[config.mk]
export PLATFORM = sky130hd
export DESIGN_NAME = fetch_queue_flat
export DESIGN_NICKNAME = d
export VERILOG_FILES = /design/src/rtl/fetch_pkg.sv /design/src/rtl/fetch_queue_if.sv /design/src/rtl/fq_fifo.sv /design/src/rtl/fetch_queue.sv /design/src/flat_wrapper.sv
export SDC_FILE = /design/constraint.sdc
export NUM_CORES = 1
export LEC_CHECK = 0
export ABC_AREA = 1
export BUFFER_PORTS_ARGS = -buffer_cell sky130_fd_sc_hd__buf_4
export CORE_MARGIN = 2
export CORE_UTILIZATION = 54
export DETAILED_ROUTE_END_ITERATION = 8
export GPL_TIMING_DRIVEN = 0
export HOLD_SLACK_MARGIN = 0.06
export PLACE_DENSITY = 0.77
export SYNTH_ARGS = -nofsm -noshare
export SYNTH_HDL_FRONTEND = slang
export SYNTH_SLANG_ARGS = --single-unit
[constraint.sdc]
create_clock -name clk -period 2.4 [get_ports clk]
set_clock_uncertainty 0.2 [all_clocks]
set_input_delay 0.48 -clock clk [delete_from_list [all_inputs] [get_ports clk]]
set_output_delay 0.48 -clock clk [all_outputs]
set_load 0.005 [all_outputs]
[src/rtl/fetch_pkg.sv]
// fetch_pkg: constants shared by the fetch queue, its buffer and the core front end.
package fetch_pkg;
    localparam int FQ_DEPTH = 4;
    localparam int FQ_PTR_W = $clog2(FQ_DEPTH);
    localparam int INSTR_BYTES = 4;
    localparam logic [31:0] NOP = 32'h00000013;
endpackage

[src/rtl/fetch_queue_if.sv]
// fetch_queue_if: redirect, instruction-memory and decode-side handshake of the fetch queue.
interface fetch_queue_if #(parameter int WIDTH = 32);
    logic             redirect;
    logic [WIDTH-1:0] redirect_pc;
    logic             imem_req;
    logic [WIDTH-1:0] imem_addr;
    logic             imem_gnt;
    logic             imem_rvalid;
    logic [WIDTH-1:0] imem_rdata;
    logic             out_valid;
    logic             out_ready;
    logic [WIDTH-1:0] out_instr;
    logic [WIDTH-1:0] out_pc;
    logic [WIDTH-1:0] out_pc4;
    modport master (
        input  redirect, redirect_pc, imem_gnt, imem_rvalid, imem_rdata, out_ready,
        output imem_req, imem_addr, out_valid, out_instr, out_pc, out_pc4
    );
    modport slave (
        output redirect, redirect_pc, imem_gnt, imem_rvalid, imem_rdata, out_ready,
        input  imem_req, imem_addr, out_valid, out_instr, out_pc, out_pc4
    );
endinterface

[src/rtl/fq_fifo.sv]
// fq_fifo: circular buffer with wrapping pointers and occupancy count; flush empties it.
module fq_fifo #(
    parameter int DEPTH = 4,
    parameter int DW    = 64
) (
    input  logic                     clk,
    input  logic                     reset,
    input  logic                     flush,
    input  logic                     push,
    input  logic                     pop,
    input  logic [DW-1:0]            pushData,
    output logic [DW-1:0]            headData,
    output logic [$clog2(DEPTH):0]   count
);
    localparam int PW = $clog2(DEPTH);
    logic [DW-1:0] mem [DEPTH];
    logic [PW-1:0] wrPtr, rdPtr;
    assign headData = mem[rdPtr];
    // Storage is cleared on reset so the head reads as zero before the first word arrives.
    always_ff @(posedge clk or negedge reset) begin
        if (!reset) begin
            for (int i = 0; i < DEPTH; i++) mem[i] <= '0;
            wrPtr <= '0;
            rdPtr <= '0;
            count <= '0;
        end else if (flush) begin
            wrPtr <= '0;
            rdPtr <= '0;
            count <= '0;
        end else begin
            if (push) mem[wrPtr] <= pushData;
            if (push) wrPtr <= wrPtr + PW'(1);
            if (pop) rdPtr <= rdPtr + PW'(1);
            count <= count + (PW+1)'(push) - (PW+1)'(pop);
        end
    end
endmodule

[src/rtl/fetch_queue.sv]
// fetch_queue: instruction prefetch queue with credit-limited fetch and redirect flush.
// Define FQ_BYPASS_EN to hand a response straight to decode when the queue is empty.
module fetch_queue
    import fetch_pkg::*;
#(
    parameter int               DEPTH    = FQ_DEPTH,
    parameter int               WIDTH    = 32,
    parameter logic [WIDTH-1:0] RESET_PC = '0
) (
    input logic          clk,
    input logic          reset,
    fetch_queue_if.master bus
);
    localparam int CW = $clog2(DEPTH) + 1;
    localparam logic [WIDTH-1:0] STEP = WIDTH'(INSTR_BYTES);
    logic [WIDTH-1:0] fpc, pcTag, outPc;
    logic [CW-1:0] outstanding, discard, count;
    logic [2*WIDTH-1:0] headData;
    logic rvOk, fire, deliver, bypass, consumed, push, pop, qValid;
    assign qValid = count != '0;
    assign rvOk = bus.imem_rvalid & (outstanding != '0);
    assign fire = bus.imem_req & bus.imem_gnt;
    assign deliver = rvOk & (discard == '0) & ~bus.redirect;
`ifdef FQ_BYPASS_EN
    assign bypass = deliver & ~qValid;
`else
    assign bypass = 1'b0;
`endif
    assign consumed = bypass & bus.out_ready;
    assign push = deliver & ~consumed;
    assign pop = qValid & bus.out_ready & ~bus.redirect;
    // Requests in flight plus words held never exceed DEPTH, so a push always finds room.
    assign bus.imem_req = reset & ~bus.redirect & (count + outstanding < CW'(DEPTH));
    assign bus.imem_addr = fpc;
    assign bus.out_valid = qValid | bypass;
    assign bus.out_instr = bypass ? bus.imem_rdata : headData[2*WIDTH-1:WIDTH];
    assign outPc = bypass ? pcTag : headData[WIDTH-1:0];
    assign bus.out_pc = outPc;
    assign bus.out_pc4 = outPc + STEP;
    always_ff @(posedge clk or negedge reset) begin
        if (!reset) begin
            fpc         <= RESET_PC;
            pcTag       <= RESET_PC;
            outstanding <= '0;
            discard     <= '0;
        end else begin
            outstanding <= outstanding + CW'(fire) - CW'(rvOk);
            // Every request still in flight at a redirect belongs to the abandoned path.
            if (bus.redirect) begin
                fpc     <= bus.redirect_pc;
                pcTag   <= bus.redirect_pc;
                discard <= outstanding - CW'(rvOk);
            end else begin
                if (fire) fpc <= fpc + STEP;
                if (deliver) pcTag <= pcTag + STEP;
                if (rvOk && discard != '0) discard <= discard - CW'(1);
            end
        end
    end
    fq_fifo #(.DEPTH(DEPTH), .DW(2*WIDTH)) u_fifo (
        .clk      (clk),
        .reset    (reset),
        .flush    (bus.redirect),
        .push     (push),
        .pop      (pop),
        .pushData ({bus.imem_rdata, pcTag}),
        .headData (headData),
        .count    (count)
    );
endmodule

[src/flat_wrapper.sv]
// flat-port wrapper written by rule: the top's interface ports become plain ports
module fetch_queue_flat import fetch_pkg::*;
#(
    parameter int               DEPTH    = FQ_DEPTH,
    parameter int               WIDTH    = 32,
    parameter logic [WIDTH-1:0] RESET_PC = '0
)
  (clk, reset, bus_redirect, bus_redirect_pc, bus_imem_gnt, bus_imem_rvalid, bus_imem_rdata, bus_out_ready, bus_imem_req, bus_imem_addr, bus_out_valid, bus_out_instr, bus_out_pc, bus_out_pc4);
  fetch_queue_if #(.WIDTH(WIDTH)) bus_i ();
  input logic clk;
  input logic reset;
  input wire logic [$bits(bus_i.redirect)-1:0] bus_redirect;
  input wire logic [$bits(bus_i.redirect_pc)-1:0] bus_redirect_pc;
  input wire logic [$bits(bus_i.imem_gnt)-1:0] bus_imem_gnt;
  input wire logic [$bits(bus_i.imem_rvalid)-1:0] bus_imem_rvalid;
  input wire logic [$bits(bus_i.imem_rdata)-1:0] bus_imem_rdata;
  input wire logic [$bits(bus_i.out_ready)-1:0] bus_out_ready;
  output wire logic [$bits(bus_i.imem_req)-1:0] bus_imem_req;
  output wire logic [$bits(bus_i.imem_addr)-1:0] bus_imem_addr;
  output wire logic [$bits(bus_i.out_valid)-1:0] bus_out_valid;
  output wire logic [$bits(bus_i.out_instr)-1:0] bus_out_instr;
  output wire logic [$bits(bus_i.out_pc)-1:0] bus_out_pc;
  output wire logic [$bits(bus_i.out_pc4)-1:0] bus_out_pc4;
  assign bus_i.redirect = bus_redirect;
  assign bus_i.redirect_pc = bus_redirect_pc;
  assign bus_i.imem_gnt = bus_imem_gnt;
  assign bus_i.imem_rvalid = bus_imem_rvalid;
  assign bus_i.imem_rdata = bus_imem_rdata;
  assign bus_i.out_ready = bus_out_ready;
  assign bus_imem_req = bus_i.imem_req;
  assign bus_imem_addr = bus_i.imem_addr;
  assign bus_out_valid = bus_i.out_valid;
  assign bus_out_instr = bus_i.out_instr;
  assign bus_out_pc = bus_i.out_pc;
  assign bus_out_pc4 = bus_i.out_pc4;
  fetch_queue #(.DEPTH(DEPTH), .WIDTH(WIDTH), .RESET_PC(RESET_PC)) u_core (.clk(clk), .reset(reset), .bus(bus_i));
endmodule
==> reports/results.tsv <==
stage	metric	value	unit
run_status	outcome	complete, but fails checks	
run_status	failing checks	setup timing	
synthesis	count leader, synth	nand2_1	
worst_setup_path	Worst Path Max Fanout	10	
synthesis	cell taking the most area after synthesis	dfrtp_1	
synthesis	Cells after Synth	2484	
sta	fin. max-slew vios	0	
detailed_routing	drt total wl	63190	microns
synthesis	share of the synthesized area in the top cell type	46.11	%
synthesis	synthesized area	0.01807	sq mm
sta	Tmin final	3.199	ns
clock_network	Clk pin slew, worst setup/hold paths	0.06	ns
placement	placed inst area	0.02022	sq mm
synthesis	asr flop ratio synth	100.0	%
global_routing	total track usage	34.65	%
power	Clk network pwr share	21.7	%
die	# IOs	200	
layout	share of cells above drive strength 1	20.34	%
power	ratio of total power to cell area	1098	mW/mm^2
sta	setup ws final	-0.7994	ns
die	Die Ht	186.9	microns
placement	Post-Place Cells	3126	
die	Die X-Extent	186.9	microns
power	Flop pwr share	30.7	%
global_routing	initial antenna violation count	0	
placement	post-detail-place hpwl	43030	microns
synthesis	Syn Nets	2572	
worst_setup_path	crit path kind	reg2out	
clock_network	CTS tree	done	
global_routing	vias in the first global route	17903	
synthesis	EDFF count, synth	0	
detailed_routing	Routed wire per std cell	19.16	microns
clock_network	Clock Tree Buf Depth	3	
clock_network	CTS root buf	clkbuf_16	
detailed_routing	via count	19032	
layout	Final Util	72.16	%
synthesis	Yosys reg bits	333	
sta	period utilization	133.3	%
die	row count	66	
clock_network	Num CTS Buffers	37	
power	Worst VDD drop	0.5757	mV
power	Final Total Pwr	25.98	mW
clock_network	H-Tree Depth	2	
sta	# setup viols final	136	
layout	antenna diode instance count	0	
worst_hold_path	min-delay worst type	in2reg	
detailed_routing	drt via density	5.771	
worst_setup_path	CP endpoint kind	output pin	
sta	Hold Fails Final Rpt	0	
synthesis	Synth area leaders	dfrtp_1 46%, nand2_1 17%, o21ai_0 6.8%, nor2_1 6.1%, nand3_1 4.2%	
power	internal power	15.50	mW
placement	count of buffers from port buffering	198	
detailed_routing	drt drc	0	
sta	Worst-Margin Slew	1.003	ns
synthesis	Synth Warn #	0	
layout	post-layout instance area	0.02366	sq mm
worst_hold_path	hold path cells	3	
clock_network	worst skew pair latency	0.53	ns
layout	Finished Layout Cells	3298	
sta	max_slew headroom	33.11	%
synthesis	Seq/Total Area, Yosys	46.11	%
die	total die area	0.03494	sq mm
die	starting density of the core	55.12	%
synthesis	Synth cell types	43	
global_routing	grt ovf	0	
detailed_routing	DRT antenna net count	0	
placement	routability cong.	0.9801	
sta	RSZ-0062 raised after global routing	yes	
sta	fmax	312.6	MHz
synthesis	Avg Inst Size Synth	7.275	sq um
layout	P&R area growth vs syn	30.91	%
die	Placeable Area	0.03278	sq mm
synthesis	dominant synthesized flop cell	dfrtp_1	
power	Switching Share	40.33	%
power	sw power	10.48	mW
power	Leak Pwr	12.02	nW
placement	Setup WS pre-CTS	-1.185	ns
worst_setup_path	Crit path arrival time	2.52	ns
detailed_routing	number of DRC markers in iteration 0	1871	
flow_run	MaxCap Viol Count	0	
sta	setup tns final	-56.02	ns
sta	WHS	0.08913	ns
layout	nets@finish	2925	
worst_setup_path	Worst Setup Start Kind	register	
global_routing	first-pass GRT wire length	96810	microns
worst_setup_path	Worst EP required	1.72	ns
synthesis	top cells by count, synth	842 x nand2_1, 333 x dfrtp_1, 295 x nor2_1	
clock_network	CTS sink cnt	333	
worst_setup_path	Reg2Reg Depth	14	
detailed_routing	drt pass-1 iters	9	
power	Gate power share	47.6	%
global_routing	largest net degree at the start of global routing	127	
final timing paths:
check                                                        start                                 end  slack (ns)
worst max register to register     u_core.outstanding[2]$_DFF_PN0_    u_core.u_fifo.count[1]$_DFF_PN0_       -0.27
max in group asynchronous                                    reset         u_core.pcTag[6]$_DFFE_PN0N_        0.85
worst min-delay path                           bus_redirect_pc[14]        u_core.pcTag[14]$_DFFE_PN0N_        0.09
worst max-delay path            u_core.u_fifo.rdPtr[0]$_DFFE_PN0P_                      bus_out_pc4[1]       -0.80
min in group asynchronous                                    reset  u_core.u_fifo.mem[121]$_DFFE_PN0P_        0.43
worst min register to register  u_core.u_fifo.mem[241]$_DFFE_PN0P_  u_core.u_fifo.mem[241]$_DFFE_PN0P_        0.28
flip-flops by register name, summed over array words and instances, names as in the netlist:
| name | count |
|---|---|
| u_core.bus.imem_addr | 32 |
| u_core.discard | 3 |
| u_core.outstanding | 3 |
| u_core.pcTag | 32 |
| u_core.u_fifo.count | 3 |
| u_core.u_fifo.mem | 256 |
| u_core.u_fifo.rdPtr | 2 |
| u_core.u_fifo.wrPtr | 2 |
placed cells by master (no fill, tap or decap), types with 10 or more instances in the layout:
master	n
nand2_1	799
dfrtp_1	330
nor2_1	265
buf_4	254
o21ai_0	211
nand3_1	152
inv_1	146
a21oi_1	118
dlygate4sd3_1	61
clkbuf_16	45
clkbuf_1	35
nand2_2	33
xor2_1	33
buf_2	27
o21ai_2	26
buf_6	25
nor2_2	25
o211ai_1	23
o21ai_1	22
o22ai_2	21
nand4_1	18
nor2_4	17
buf_8	15
clkbuf_2	13
o22ai_1	13
nor3_1	12
ha_1	11
nand2_4	10
layer usage:
layer | GRT usage (%) | vias to the layer above | share of wire [%]
li1 | - | 8691 | -
met1 | 48.63 | 9075 | 40
met2 | 54.56 | 1108 | 46
met3 | 5.854 | 158 | 10
met4 | 12.21 | 0 | 3.3
met5 | 0 | - | 0
cell type report:
| cell class | count | area (sq um) |
|---|---|---|
| fill | 2511 | 9128 |
| multi-input combinational | 1855 | 9109 |
| sequential | 333 | 8337 |
| timing repair buffer | 315 | 2761 |
| buffer | 138 | 1106 |
| clock buffer | 47 | 1005 |
| inverter | 157 | 616.8 |
| tap | 442 | 553.0 |
| clock inverter | 11 | 168.9 |
kinds of logic (layout without fill, tap and decap cells):
kind of cell / Yosys count / count (layout) / synth area share, %
simple gates: 1347 / 1347 / 30.04
compound gates: 450 / 450 / 13.21
flops: 333 / 333 / 46.11
buf+inv: 296 / 668 / 7.367
xor+xnor: 40 / 40 / 1.939
fa+ha+maj: 18 / 18 / 1.329
power by group through the flow:
stage               Clock, mW  Combinational (mW)  Sequential [mW]
finish                   5.63                12.4             7.98
global route             5.92                13.4             8.09
CTS                      5.65                11.3             7.91
detailed placement          0                10.1             7.92
global placement            0                9.85             7.88
floorplan                   0                5.67             7.61
timing repair:
action	4_1_cts	5_1_grt
gates cloned	4	3
hold endpoints to repair	251	154
pin swaps	36	50
endpoints found under the setup margin	129	146
gates resized for setup	247	105
hold buffers	60	3
buffers inserted	14	33
worst max-delay path: stages (launching register included):
cell,delay [ns]
dfrtp_1,0.38
buf_8,0.16
inv_8,0.11
clkbuf_1,0.53
o21ai_0,0.18
o22ai_1,0.34
buf_4,0.18
buf_4,0.09
Note: power is estimated with default switching activity, not from simulation.
